`src/rtl/apb4_pkg.sv`:
```
// Shared definitions for the APB4 command master: FSM encoding and PPROT bit positions.
package apb4_pkg;

  typedef enum logic [1:0] {
    IDLE   = 2'd0,
    SETUP  = 2'd1,
    ACCESS = 2'd2,
    RESP   = 2'd3
  } state_t;

  localparam int PROT_PRIV   = 0;
  localparam int PROT_NONSEC = 1;
  localparam int PROT_INSTR  = 2;

endpackage

```
`src/rtl/apb4_cmd_master.sv`:
```
// APB4 requester: turns one valid/ready command into one APB4 transfer and returns
// the outcome on a valid/ready response port, with an optional PREADY timeout.
module apb4_cmd_master
  import apb4_pkg::*;
#(
  parameter int AW      = 32,
  parameter int DW      = 32,
  parameter int DS      = DW / 8,
  parameter int TIMEOUT = 0
) (
  input  logic          PCLK,
  input  logic          PRESETn,
  input  logic          cmd_valid,
  output logic          cmd_ready,
  input  logic [AW-1:0] cmd_addr,
  input  logic          cmd_write,
  input  logic [DW-1:0] cmd_wdata,
  input  logic [DS-1:0] cmd_strb,
  input  logic [2:0]    cmd_prot,
  output logic          rsp_valid,
  input  logic          rsp_ready,
  output logic [DW-1:0] rsp_rdata,
  output logic          rsp_err,
  output logic          rsp_timeout,
  output logic          PSEL,
  output logic          PENABLE,
  output logic [AW-1:0] PADDR,
  output logic          PWRITE,
  output logic [DW-1:0] PWDATA,
  output logic [DS-1:0] PSTRB,
  output logic [2:0]    PPROT,
  input  logic [DW-1:0] PRDATA,
  input  logic          PREADY,
  input  logic          PSLVERR
);

  localparam bit            TO_EN = (TIMEOUT > 0);
  localparam int            CW    = TO_EN ? $clog2(TIMEOUT + 1) : 1;
  localparam logic [CW-1:0] LIMIT = CW'(TO_EN ? TIMEOUT - 1 : 0);
  localparam logic [CW-1:0] SAT   = CW'(TIMEOUT);

  state_t        state, state_nx;
  logic [CW-1:0] wait_cnt;
  logic          timeout_hit;
  logic          complete;
  logic          abort;

  // The transfer is abandoned on the edge where this wait cycle would bring the count to TIMEOUT.
  assign timeout_hit = TO_EN && (wait_cnt == LIMIT);

  // NOTE: every always_comb output gets a default first so no path can infer a latch.
  always_comb begin
    state_nx = state;
    complete = 1'b0;
    abort    = 1'b0;
    case (state)
      IDLE:   if (cmd_valid) state_nx = SETUP;
      SETUP:  state_nx = ACCESS;
      ACCESS: begin
        if (PREADY) begin
          complete = 1'b1;
          state_nx = RESP;
        end else if (timeout_hit) begin
          abort    = 1'b1;
          state_nx = RESP;
        end
      end
      RESP:   if (rsp_ready) state_nx = IDLE;
      default: state_nx = IDLE;
    endcase
  end

  // NOTE: sequential state uses non-blocking assignments so every flop samples pre-edge values.
  always_ff @(posedge PCLK or negedge PRESETn) begin
    if (!PRESETn) state <= IDLE;
    else          state <= state_nx;
  end

  always_ff @(posedge PCLK or negedge PRESETn) begin
    if (!PRESETn) begin
      wait_cnt <= '0;
    end else if (state == SETUP) begin
      wait_cnt <= '0;
    end else if (TO_EN && state == ACCESS && !PREADY && wait_cnt != SAT) begin
      wait_cnt <= wait_cnt + CW'(1);
    end
  end

  // Handshake and APB control flops are decoded from the next state so they change with it.
  always_ff @(posedge PCLK or negedge PRESETn) begin
    if (!PRESETn) begin
      cmd_ready   <= 1'b1;
      rsp_valid   <= 1'b0;
      rsp_rdata   <= '0;
      rsp_err     <= 1'b0;
      rsp_timeout <= 1'b0;
      PSEL        <= 1'b0;
      PENABLE     <= 1'b0;
      PADDR       <= '0;
      PWRITE      <= 1'b0;
      PWDATA      <= '0;
      PSTRB       <= '0;
      PPROT       <= '0;
    end else begin
      cmd_ready <= (state_nx == IDLE);
      rsp_valid <= (state_nx == RESP);
      PSEL      <= (state_nx == SETUP) || (state_nx == ACCESS);
      PENABLE   <= (state_nx == ACCESS);

      if (state == IDLE && cmd_valid) begin
        PADDR  <= cmd_addr;
        PWRITE <= cmd_write;
        PWDATA <= cmd_write ? cmd_wdata : '0;
        PSTRB  <= cmd_write ? cmd_strb : '0;
        PPROT  <= cmd_prot;
      end

      if (complete) begin
        rsp_rdata   <= PWRITE ? '0 : PRDATA;
        rsp_err     <= PSLVERR;
        rsp_timeout <= 1'b0;
      end else if (abort) begin
        rsp_rdata   <= '0;
        rsp_err     <= 1'b1;
        rsp_timeout <= 1'b1;
      end
    end
  end

endmodule

```
`config.mk`:
```
export PLATFORM = sky130hd
export DESIGN_NAME = apb4_cmd_master
export DESIGN_NICKNAME = d
export VERILOG_FILES = /design/src/rtl/apb4_pkg.sv /design/src/rtl/apb4_cmd_master.sv
export SDC_FILE = /design/constraint.sdc
export NUM_CORES = 1
export LEC_CHECK = 0
export BUFFER_PORTS_ARGS = -buffer_cell sky130_fd_sc_hd__buf_2
export CAP_MARGIN = 15
export CORE_MARGIN = 1.5
export CORE_UTILIZATION = 46
export CTS_CLUSTER_DIAMETER = 80
export CTS_CLUSTER_SIZE = 28
export DETAILED_ROUTE_END_ITERATION = 12
export PLACE_DENSITY_LB_ADDON = 0.05
export REMOVE_ABC_BUFFERS = 1
export SYNTH_ARGS = -nofsm -noshare
export SYNTH_HDL_FRONTEND = slang
export SYNTH_SLANG_ARGS = --single-unit
```
`constraint.sdc`:
```
create_clock -name PCLK -period 2.07 [get_ports PCLK]
set_input_delay 0.1035 -clock PCLK [delete_from_list [all_inputs] [get_ports PCLK]]
set_output_delay 0.1035 -clock PCLK [all_outputs]
set_load 0.02 [all_outputs]
```
==> impl_metrics.toml, run 1 <==
[logic_synthesis]
ys_seq_elements = 111
avgSynthCellArea_sq_um = 11.46
synth_area_leader_cell = "dfrtp_1"
synthAdderAreaFrac_pct = 0.8333
synth_compound_area_share_pct = 7.778
synth_mux_area_share_pct = 12.25
ys_warn_count = 0
synth_area_sq_mm = 0.004504
synth.area.top_cells = "dfrtp_1 61%, mux2_4 12%, nand2_1 8.8%, o21ai_0 7.8%, nand2b_1 4.4%"
ys_types = 19
synth_xor_area_share_pct = 0
yosysTopAreaCellShare_pct = 61.11
syn_inst = 393
synth_top_family_by_area = "simple AND/OR/NAND/NOR gates"
seq_area_frac_synth_pct = 61.69
synthSimpleGateAreaFrac_pct = 14.08

[global_route]
grt_pass1_wl_mm = 19.04
grt_max_degree = 62
first_global_vias = 3956
antenna_found_initial = 0
overflow = 0
grt_usage_pct = 23.83

[worst_hold_path]
hold_end = "PWDATA[8]"
holdCritPathClass = "primary input to flip-flop"
worstHoldPathCells = 3
holdCritStartpoint = "cmd_wdata[8]"

[clock_network]
post_cts_resized = 0
htreeDepth = 3
clk_path_buf_depth = 2
post_cts_buffers = 0
clock_latency_ns = 0.36
cts_tree = "done"
path_clk_slew_ns = 0.11
cts_made_buffers = 9
clock_tree.root_cell = "clkbuf_8"
clkSinkCount = 111

[detailed_routing]
routedWlPerCell_um = 14.69
viasPerCell = 4.658
drt_iter0_markers = 115
wl_mm = 12.28
via_count = 3894
drtAntennaViolNets = 0
drc = 0
firstDrtPassIters = 4

[placement]
dp_hpwl_mm = 7.679
routabilityCongestion = 0.7445
dp_cells = 720
pre_cts_slack_ns = 0.3578
port_buffers = 218
placed_area_sq_mm = 0.005720

[sta]
finalCritPeriodShare_pct = 84.51
setup_violations = 0
finalHoldViolCount = 0
finalCriticalPeriod_ns = 1.749
fin_ws_ns = 0.3207
hold_ws_ns = 0.009032
setup_tns_ns = 0
max-slew-margin-rel_pct = 43.02
rsz0062_at_grt = "no"
finalMaxSlewViolations = 0
finalClockSkew_ns = 0.01308
worstMarginPinSlew_ns = 0.8547
max_freq_mhz = 571.6

[floorplanning]
start_util_pct = 48.06
design.portCount = 220
fp.dieH_um = 102.0
num_rows = 35
core-area_sq_mm = 0.009371
die_w_um = 102.0
dieArea_sq_mm = 0.01039

[power]
power_mw = 9.177
power_leakage_nw = 3.660
vdd_drop_max_uv = 749.8
power.density_mw_per_mm2 = 1330

[worst_setup_path]
path_class = "flip-flop to flip-flop"
cp-start-kind = "flip-flop"
setup.worst_path.end_class = "flip-flop"
reg2reg_depth = 3
r2r_end = "PADDR[20]"
path_max_fanout = 61
rrSetupSlack_ns = 0.32
r2r_start = "state[1]"
required_ns = 2.31
cp.arrival_ns = 1.99

[final_layout]
final_cell_area_sq_mm = 0.006900
nets = 815
n_antenna_cell = 0
stdcell_count = 836
drive_gt1_share_pct = 39.60
utilization_pct = 73.63
synthToLayoutAreaGrowth_pct = 53.19

[flow_run]
cap_violations = 0

[run_status]
status = "finished, final reports clean"
## registers in the layout, indices dropped and copies added, names as in the netlist, 2 cells and up
name and flops:
PPROT 3, PSTRB 4, rsp_rdata 32, state 2, PWDATA 32, PADDR 32
## worst max-delay path by stage
stage | from | to
global route | PWRITE | PWRITE
floorplan | state[0] | PSEL
global placement | state[1] | PADDR[20]
CTS | state[1] | PADDR[20]
detailed placement | state[1] | PADDR[21]
finish | state[1] | PADDR[20]
## worst max-delay path, stage by stage, from the launching register on
cell and delay, ns:
dfrtp_1 0.43, or3b_4 0.49, buf_4 0.33, mux2_4 0.36
## layer usage
layer	vias to the layer above	share of wire, %	global-route usage [%]
li1	1892	-	-
met1	1831	40	26.93
met2	145	51	42.97
met3	26	7.0	6.772
met4	0	2.4	8.746
met5	-	0	0
## Yosys cell counts
library cell and count:
buf_2 1, inv_1 1, conb_1 1, and2_1 1, nor2b_1 2, o21ai_0 70, ha_1 3, buf_6 5
mux2_4 36, dfstp_2 1, nand2b_1 32, or3b_1 1, dfrtp_1 110, buf_4 1, mux2_2 1, clkbuf_1 20
nand3b_1 1, nand3_1 1, nand2_1 105
## timing repair
action	CTS	global route
setup endpoints to repair	0	0
hold endpoints to repair	131	0
hold buffers	100	0
## cells by family (layout without fill, tap and decap cells)
| family | Yosys count | after routing |
|---|---|---|
| AND/OR/NAND/NOR | 143 | 143 |
| flip-flops | 111 | 111 |
| AO/OA/AOI/OAI | 70 | 70 |
| multiplexers | 37 | 37 |
| buffers and inverters | 28 | 342 |
| adder cells (fa/ha/maj) | 3 | 3 |
| other | 1 | 1 |
## layout make-up
| class | count | area [sq um] |
|---|---|---|
| clock inverter | 6 | 41.29 |
| inverter | 1 | 3.754 |
| sequential | 111 | 2779 |
| clock buffer | 10 | 137.6 |
| tap | 129 | 161.4 |
| timing repair buffer | 325 | 2197 |
| fill | 717 | 2471 |
| multi-input combinational | 254 | 1580 |
## placed cells by master (no fill, tap or decap)
cell / netlist / final
and2_1: 1 / 1
mux2_2: 1 / 1
buf_2: 1 / 217
buf_12: 0 / 4
or3b_4: 0 / 1
clkbuf_8: 0 / 10
conb_1: 1 / 1
dfstp_2: 1 / 1
dfrtp_1: 110 / 110
buf_4: 1 / 4
mux2_4: 36 / 36
inv_1: 1 / 1
nand3b_1: 1 / 1
inv_6: 0 / 3
nor2b_1: 2 / 2
nand2_1: 105 / 105
ha_1: 3 / 3
dlygate4sd3_1: 0 / 100
nand2b_1: 32 / 32
clkinv_2: 0 / 3
o21ai_0: 70 / 70
nand3_1: 1 / 1
## power breakdown
| group | switching (mW) | internal, mW | leakage [nW] |
|---|---|---|---|
| clock | 0.720 | 0.479 | 0.0972 |
| combinational | 2.46 | 1.83 | 2.17 |
| sequential | 0.569 | 3.12 | 1.40 |
Note: power is estimated with default switching activity, not from simulation.
==> inputs of run 2 (changes only) <==
--- a/config.mk
+++ b/config.mk
@@ -5,10 +5,11 @@
 export SDC_FILE = /design/constraint.sdc
 export NUM_CORES = 1
 export LEC_CHECK = 0
+export ABC_AREA = 1
 export BUFFER_PORTS_ARGS = -buffer_cell sky130_fd_sc_hd__buf_2
 export CAP_MARGIN = 15
 export CORE_MARGIN = 1.5
-export CORE_UTILIZATION = 46
+export CORE_UTILIZATION = 43
 export CTS_CLUSTER_DIAMETER = 80
 export CTS_CLUSTER_SIZE = 28
 export DETAILED_ROUTE_END_ITERATION = 12
==> constraint.sdc (replaced) <==
create_clock -name PCLK -period 1.5 [get_ports PCLK]
set_input_delay 0.075 -clock PCLK [delete_from_list [all_inputs] [get_ports PCLK]]
set_output_delay 0.075 -clock PCLK [all_outputs]
set_load 0.02 [all_outputs]
==> impl_metrics.toml, run 2 <==
[run_status]
status = "finished, final reports clean"

[floorplanning]
num_rows = 38
start_util_pct = 44.82
design.portCount = 220
core-area_sq_mm = 0.01103
fp.dieH_um = 110.2
die_w_um = 110.2
dieArea_sq_mm = 0.01215

[clock_network]
clock_latency_ns = 0.34
post_cts_buffers = 0
path_clk_slew_ns = 0.07
clk_path_buf_depth = 2
htreeDepth = 3
clock_tree.root_cell = "clkbuf_16"
clkSinkCount = 111
cts_made_buffers = 9
cts_tree = "done"

[power]
vdd_drop_max_uv = 968.9
power_leakage_nw = 4.310
power.density_mw_per_mm2 = 1929
power_mw = 13.20

[detailed_routing]
highest_layer = "met4"
route.met2.wl_mm = 6.495
drt_iter0_markers = 439
drtAntennaViolNets = 0
drc = 0
viasPerCell = 4.669
via_count = 4702
wl_mm = 13.55
firstDrtPassIters = 4
wirelength_met1_mm = 5.824
routedWlPerCell_um = 13.46
dr_wl_met3_mm = 1.050

[worst_setup_path]
critical_path.slowest_cell = "dfrtp_1"
path_max_fanout = 33
cp-start-kind = "flip-flop"
path_class = "flip-flop to output port"
required_ns = 1.42
path_delay_family = "buffers and inverters"
crit_buf_inv = 2
cpPeakStageDelay_ns = 0.35
path_depth = 2
reg2reg_depth = 4
cp.arrival_ns = 1.27
setup.worst_path.end_class = "output port"
crit_chain = "buf_4 -> buf_2"

[logic_synthesis]
synthArstFlopShare_pct = 100.0
synth_area_leader_cell = "dfrtp_1"
ys_seq_elements = 111
yosysTopAreaCellShare_pct = 55.68
synth-edff-count = 0
synth_common_cells = "249 x nand2_1, 110 x dfrtp_1, 107 x nand3_1"
synth.area.top_cells = "dfrtp_1 56%, nand2_1 19%, nand3_1 11%, inv_1 5.5%, nor2_1 2.7%"
synth_area_sq_mm = 0.004943
ys_warn_count = 0
yosysMostFrequentCell = "nand2_1"
seq_area_frac_synth_pct = 56.21
avgSynthCellArea_sq_um = 7.910
ys_types = 14
ys.flop_type = "dfrtp_1"
syn_inst = 625

[final_layout]
synthToLayoutAreaGrowth_pct = 38.45
utilization_pct = 62.05
reg_top3 = "PADDR (32), PWDATA (32), rsp_rdata (32)"
drive_gt1_share_pct = 28.95
mostFrequentLayoutCells = "248 x nand2_1, 217 x buf_2, 110 x dfrtp_1, 107 x nand3_1, 73 x inv_1"
n_antenna_cell = 0
multiInputGateArea_sq_mm = 0.001673
nets = 975
mostFrequentLayoutCell = "nand2_1"
fillCellCount = 1022
stdcell_count = 1007
regArea_sq_mm = 0.002779

[sta]
finalClockSkew_ns = 0.005210
finalCritPeriodShare_pct = 89.94
finalCriticalPeriod_ns = 1.349
finalMaxSlewViolations = 0
max_freq_mhz = 741.2
setup_violations = 0
fin_ws_ns = 0.1508
hold_ws_ns = 0.03306
rsz0062_at_grt = "no"
finalHoldViolCount = 0

[placement]
routabilityCongestion = 0.8040
pre_cts_slack_ns = 0.1062
dp_cells = 954
dp_hpwl_mm = 8.784
port_buffers = 218

[worst_hold_path]
worstHoldPathCells = 5
holdCritPathClass = "primary input to flip-flop"

[global_route]
overflow = 0
grt_pass1_wl_mm = 21.19
antenna_found_initial = 0
grt_usage_pct = 22.43
first_global_vias = 4410
grt_max_degree = 73

[flow_run]
cap_violations = 0
[run 2: cell types whose count changed in the layout (fill, tap and decap cells not counted), sizes merged, moves of 2 or more]
cell,before,now
inv,4,73
dlygate4sd3,100,37
buf,225,232
nand2b,32,0
nand3,1,108
nor2,0,37
o21ai,70,0
nand2,105,249
nor2b,2,0
mux2,37,0
clkbuf,10,12
[run 2: cells by family after synthesis]
| logic type | after synthesis | synth area share (%) |
|---|---|---|
| adders and majority gates | 3 | 0.7594 |
| buffers and inverters | 116 | 10.15 |
| DFF | 111 | 56.21 |
| other | 1 | 0.07586 |
| and+or+nand+nor | 394 | 32.80 |
[run 2: stage by stage]
step	area [sq um]	setup TNS (ns)
2_1_floorplan	4716	-274.04
3_3_place_gp	6175	0
3_5_place_dp	6175	0
4_1_cts	6837	0
5_1_grt	6844	0
6_report	6844	0
[run 2: layer usage]
| metal | global-route usage [%] | vias to the layer above |
|---|---|---|
| met5 | 0 | - |
| met4 | 7.143 | 0 |
| met3 | 6.526 | 15 |
| met2 | 36.96 | 155 |
| met1 | 28.56 | 2177 |
| li1 | - | 2355 |
[run 2: area by class of cell]
class | count | area share, %
Tap cell | 140 | 2.559
Inverter | 73 | 4.004
Clock buffer | 12 | 3.601
Multi-Input combinational cell | 398 | 24.44
Sequential cell | 111 | 40.60
Timing Repair Buffer | 269 | 24.13
Clock inverter | 4 | 0.6581
[run 2: timing repair]
action | CTS | global route
gates resized for setup | 0 | 2
hold buffers | 37 | 0
setup endpoints to repair | 0 | 22
endpoints found under the hold margin | 58 | 0
[run 2: path summary, 6_finish.rpt]
path	start	to	slack, ns
max	PWRITE	PWRITE	0.15
min	cmd_wdata[0]	PWDATA[0]	0.03
max reg2reg	state[1]	PADDR[8]	0.21
min reg2reg	PADDR[23]	PADDR[23]	0.46
max in group asynchronous	PRESETn	PADDR[7]	0.77
min in group asynchronous	PRESETn	rsp_err	0.23
[run 2: tightest hold or removal path: stages]
cell and delay [ns]:
buf_2 0.07, nand2_1 0.04, inv_1 0.04, nand3_1 0.05
nand2_1 0.06
[run 2: power breakdown]
part	switching (mW)	internal [mW]
combinational	3.93	1.93
clock	1.03	1.34
sequential	0.690	4.28
total	5.66	7.54
==> inputs of run 3 (changes only) <==
--- a/config.mk
+++ b/config.mk
@@ -13,8 +13,10 @@
 export CTS_CLUSTER_DIAMETER = 80
 export CTS_CLUSTER_SIZE = 28
 export DETAILED_ROUTE_END_ITERATION = 12
+export GPL_TIMING_DRIVEN = 0
 export PLACE_DENSITY_LB_ADDON = 0.05
 export REMOVE_ABC_BUFFERS = 1
+export SETUP_SLACK_MARGIN = 0.4
 export SYNTH_ARGS = -nofsm -noshare
 export SYNTH_HDL_FRONTEND = slang
 export SYNTH_SLANG_ARGS = --single-unit
==> impl_metrics.toml, run 3 (same netlist as run 2, synthesis figures left out) <==
[power]
intPower_mw = 8.718
power_leakage_nw = 4.563
switching_share_pct = 42.17
pwr-share-clk_pct = 16.4
power_mw = 15.07
power_frac_seq_pct = 33.4
switchingPower_mw = 6.356
comb_power_share_pct = 50.1
vdd_drop_max_uv = 931.9
power.density_mw_per_mm2 = 1999

[final_layout]
nets = 1005
final_cell_area_sq_mm = 0.007541
mostFrequentLayoutCell = "nand2_1"
reg_top3 = "PADDR (32), PWDATA (32), rsp_rdata (32)"
fillCellCount = 911
drive_gt1_share_pct = 35.34
mostFrequentLayoutCells = "229 x nand2_1, 215 x buf_2, 107 x dfrtp_1, 100 x nand3_1, 71 x inv_1"
synthToLayoutAreaGrowth_pct = 52.54

[detailed_routing]
via_count = 4906
firstDrtPassIters = 4
drtAntennaViolNets = 0
viasPerCell = 4.726
wl_mm = 15.41
drt_iter0_markers = 245
routedWlPerCell_um = 14.84
drc = 0

[clock_network]
clock_latency_ns = 0.34
cts_tree = "done"
htreeDepth = 3
clock_tree.root_cell = "clkbuf_16"
cts_made_buffers = 9
clkSinkCount = 111
clk_path_buf_depth = 2
path_clk_slew_ns = 0.07

[global_route]
overflow = 0
grt_max_degree = 83
grt_usage_pct = 24.75
first_global_vias = 4534
grt_pass1_wl_mm = 22.80
antenna_found_initial = 0

[worst_setup_path]
reg2reg_depth = 6
required_ns = 1.78
path_delay_family = "flip-flops"
cp.arrival_ns = 1.59
setup.worst_path.end_class = "flip-flop"
path_max_fanout = 5
crit_chain = "nor2_4 -> buf_12 -> nand2_8 -> buf_8 -> nand3_2 -> ha_4"
critical_path.slowest_cell = "dfrtp_2"
cp-start-kind = "flip-flop"
crit_buf_inv = 2
path_class = "flip-flop to flip-flop"
path_depth = 6
cpPeakStageDelay_ns = 0.46

[sta]
max-slew-margin-rel_pct = 44.78
worstMarginPinSlew_ns = 0.8283
finalHoldViolCount = 0
finalCriticalPeriod_ns = 1.310
max_freq_mhz = 763.4
finalClockSkew_ns = 0.005600
hold_ws_ns = 0.03067
setup_tns_ns = 0
finalMaxSlewViolations = 0
setup_violations = 0
rsz0062_at_grt = "yes"
finalCritPeriodShare_pct = 87.33

[flow_run]
cap_violations = 0

[worst_hold_path]
holdCritPathClass = "primary input to flip-flop"
worstHoldPathCells = 5

[floorplanning]
die_w_um = 110.2
design.portCount = 220
dieArea_sq_mm = 0.01215
num_rows = 38
start_util_pct = 44.82
core-area_sq_mm = 0.01103
fp.dieH_um = 110.2

[placement]
dp_hpwl_mm = 8.583
routabilityCongestion = 0.7570
placed_area_sq_mm = 0.006101
port_buffers = 218

[run_status]
status = "finished, final reports clean"
-- run 3: cell types whose count changed in the layout (fill, tap and decap cells not counted), sizes merged --
cell      delta
buf         +23
clkbuf       +4
clkinv       -3
clkinvlp     +1
diode        +1
nand2        +2
nand3        +2
nor2         +1
-- run 3: path summary, 6_finish.rpt --
kind | startpoint | to | slack, ns
setup / recovery | state[1] | rsp_valid | 0.19
hold / removal | cmd_wdata[9] | PWDATA[9] | 0.03
setup reg to reg | state[1] | rsp_valid | 0.19
hold reg to reg | PADDR[27] | PADDR[27] | 0.47
max in group asynchronous | PRESETn | PWRITE | 0.61
min in group asynchronous | PRESETn | rsp_rdata[18] | 0.18
-- run 3: area by class of cell --
cell class	count	area [sq um]	share of cell area, %
Sequential cell	111	2785	36.93
Timing Repair Buffer	294	2081	27.59
Multi-Input combinational cell	403	1907	25.29
Inverter	73	279.0	3.700
Clock buffer	14	274.0	3.634
Tap cell	140	175.2	2.323
Clock inverter	2	37.54	0.4978
Antenna cell	1	2.502	0.03318
-- run 3: power groups by stage --
| stage | clock, mW | sequential (mW) | combinational (mW) |
|---|---|---|---|
| 6_report | 2.47 | 5.04 | 7.56 |
| 4_1_cts | 2.52 | 5.00 | 7.02 |
| 5_1_grt | 2.64 | 5.20 | 8.19 |
| 3_3_place_gp | 0 | 5.24 | 5.74 |
| 3_5_place_dp | 0 | 5.09 | 5.66 |
| 2_1_floorplan | 0 | 6.58 | 1.79 |
-- run 3: repair_timing --
action / in CTS / in global routing
gates resized for setup: 46 / 29
endpoints found under the setup margin: 112 / 113
buffers inserted: 23 / 2
hold buffers: 37 / 0
pin swaps: 6 / 9
gates cloned: 10 / 4
endpoints found under the hold margin: 65 / 0
-- run 3: worst min-delay path, cell delays in order --
cell	delay (ns)
buf_2	0.07
nand2_1	0.04
inv_1	0.04
nand3_1	0.05
nand2_1	0.06
-- run 3: layer usage --
layer / part of all wire (%) / routed length, um / track usage (%)
met4: 1.5 / 230 / 7.784
met5: 0 / 0 / 0
met1: 41 / 6296 / 31.12
met3: 7.2 / 1106 / 5.820
met2: 50 / 7776 / 42.32
-- run 3: stage by stage --
stage | std cells | setup WS [ns] | util (%)
2_1_floorplan | 582 | -3.789 | -
3_3_place_gp | 940 | -6.832 | 54.23
3_5_place_dp | 945 | -0.9126 | 55.31
4_1_cts | 1031 | 0.2117 | 66.31
5_1_grt | 1037 | 0.1166 | 68.34
6_report | 1038 | 0.1901 | 68.36
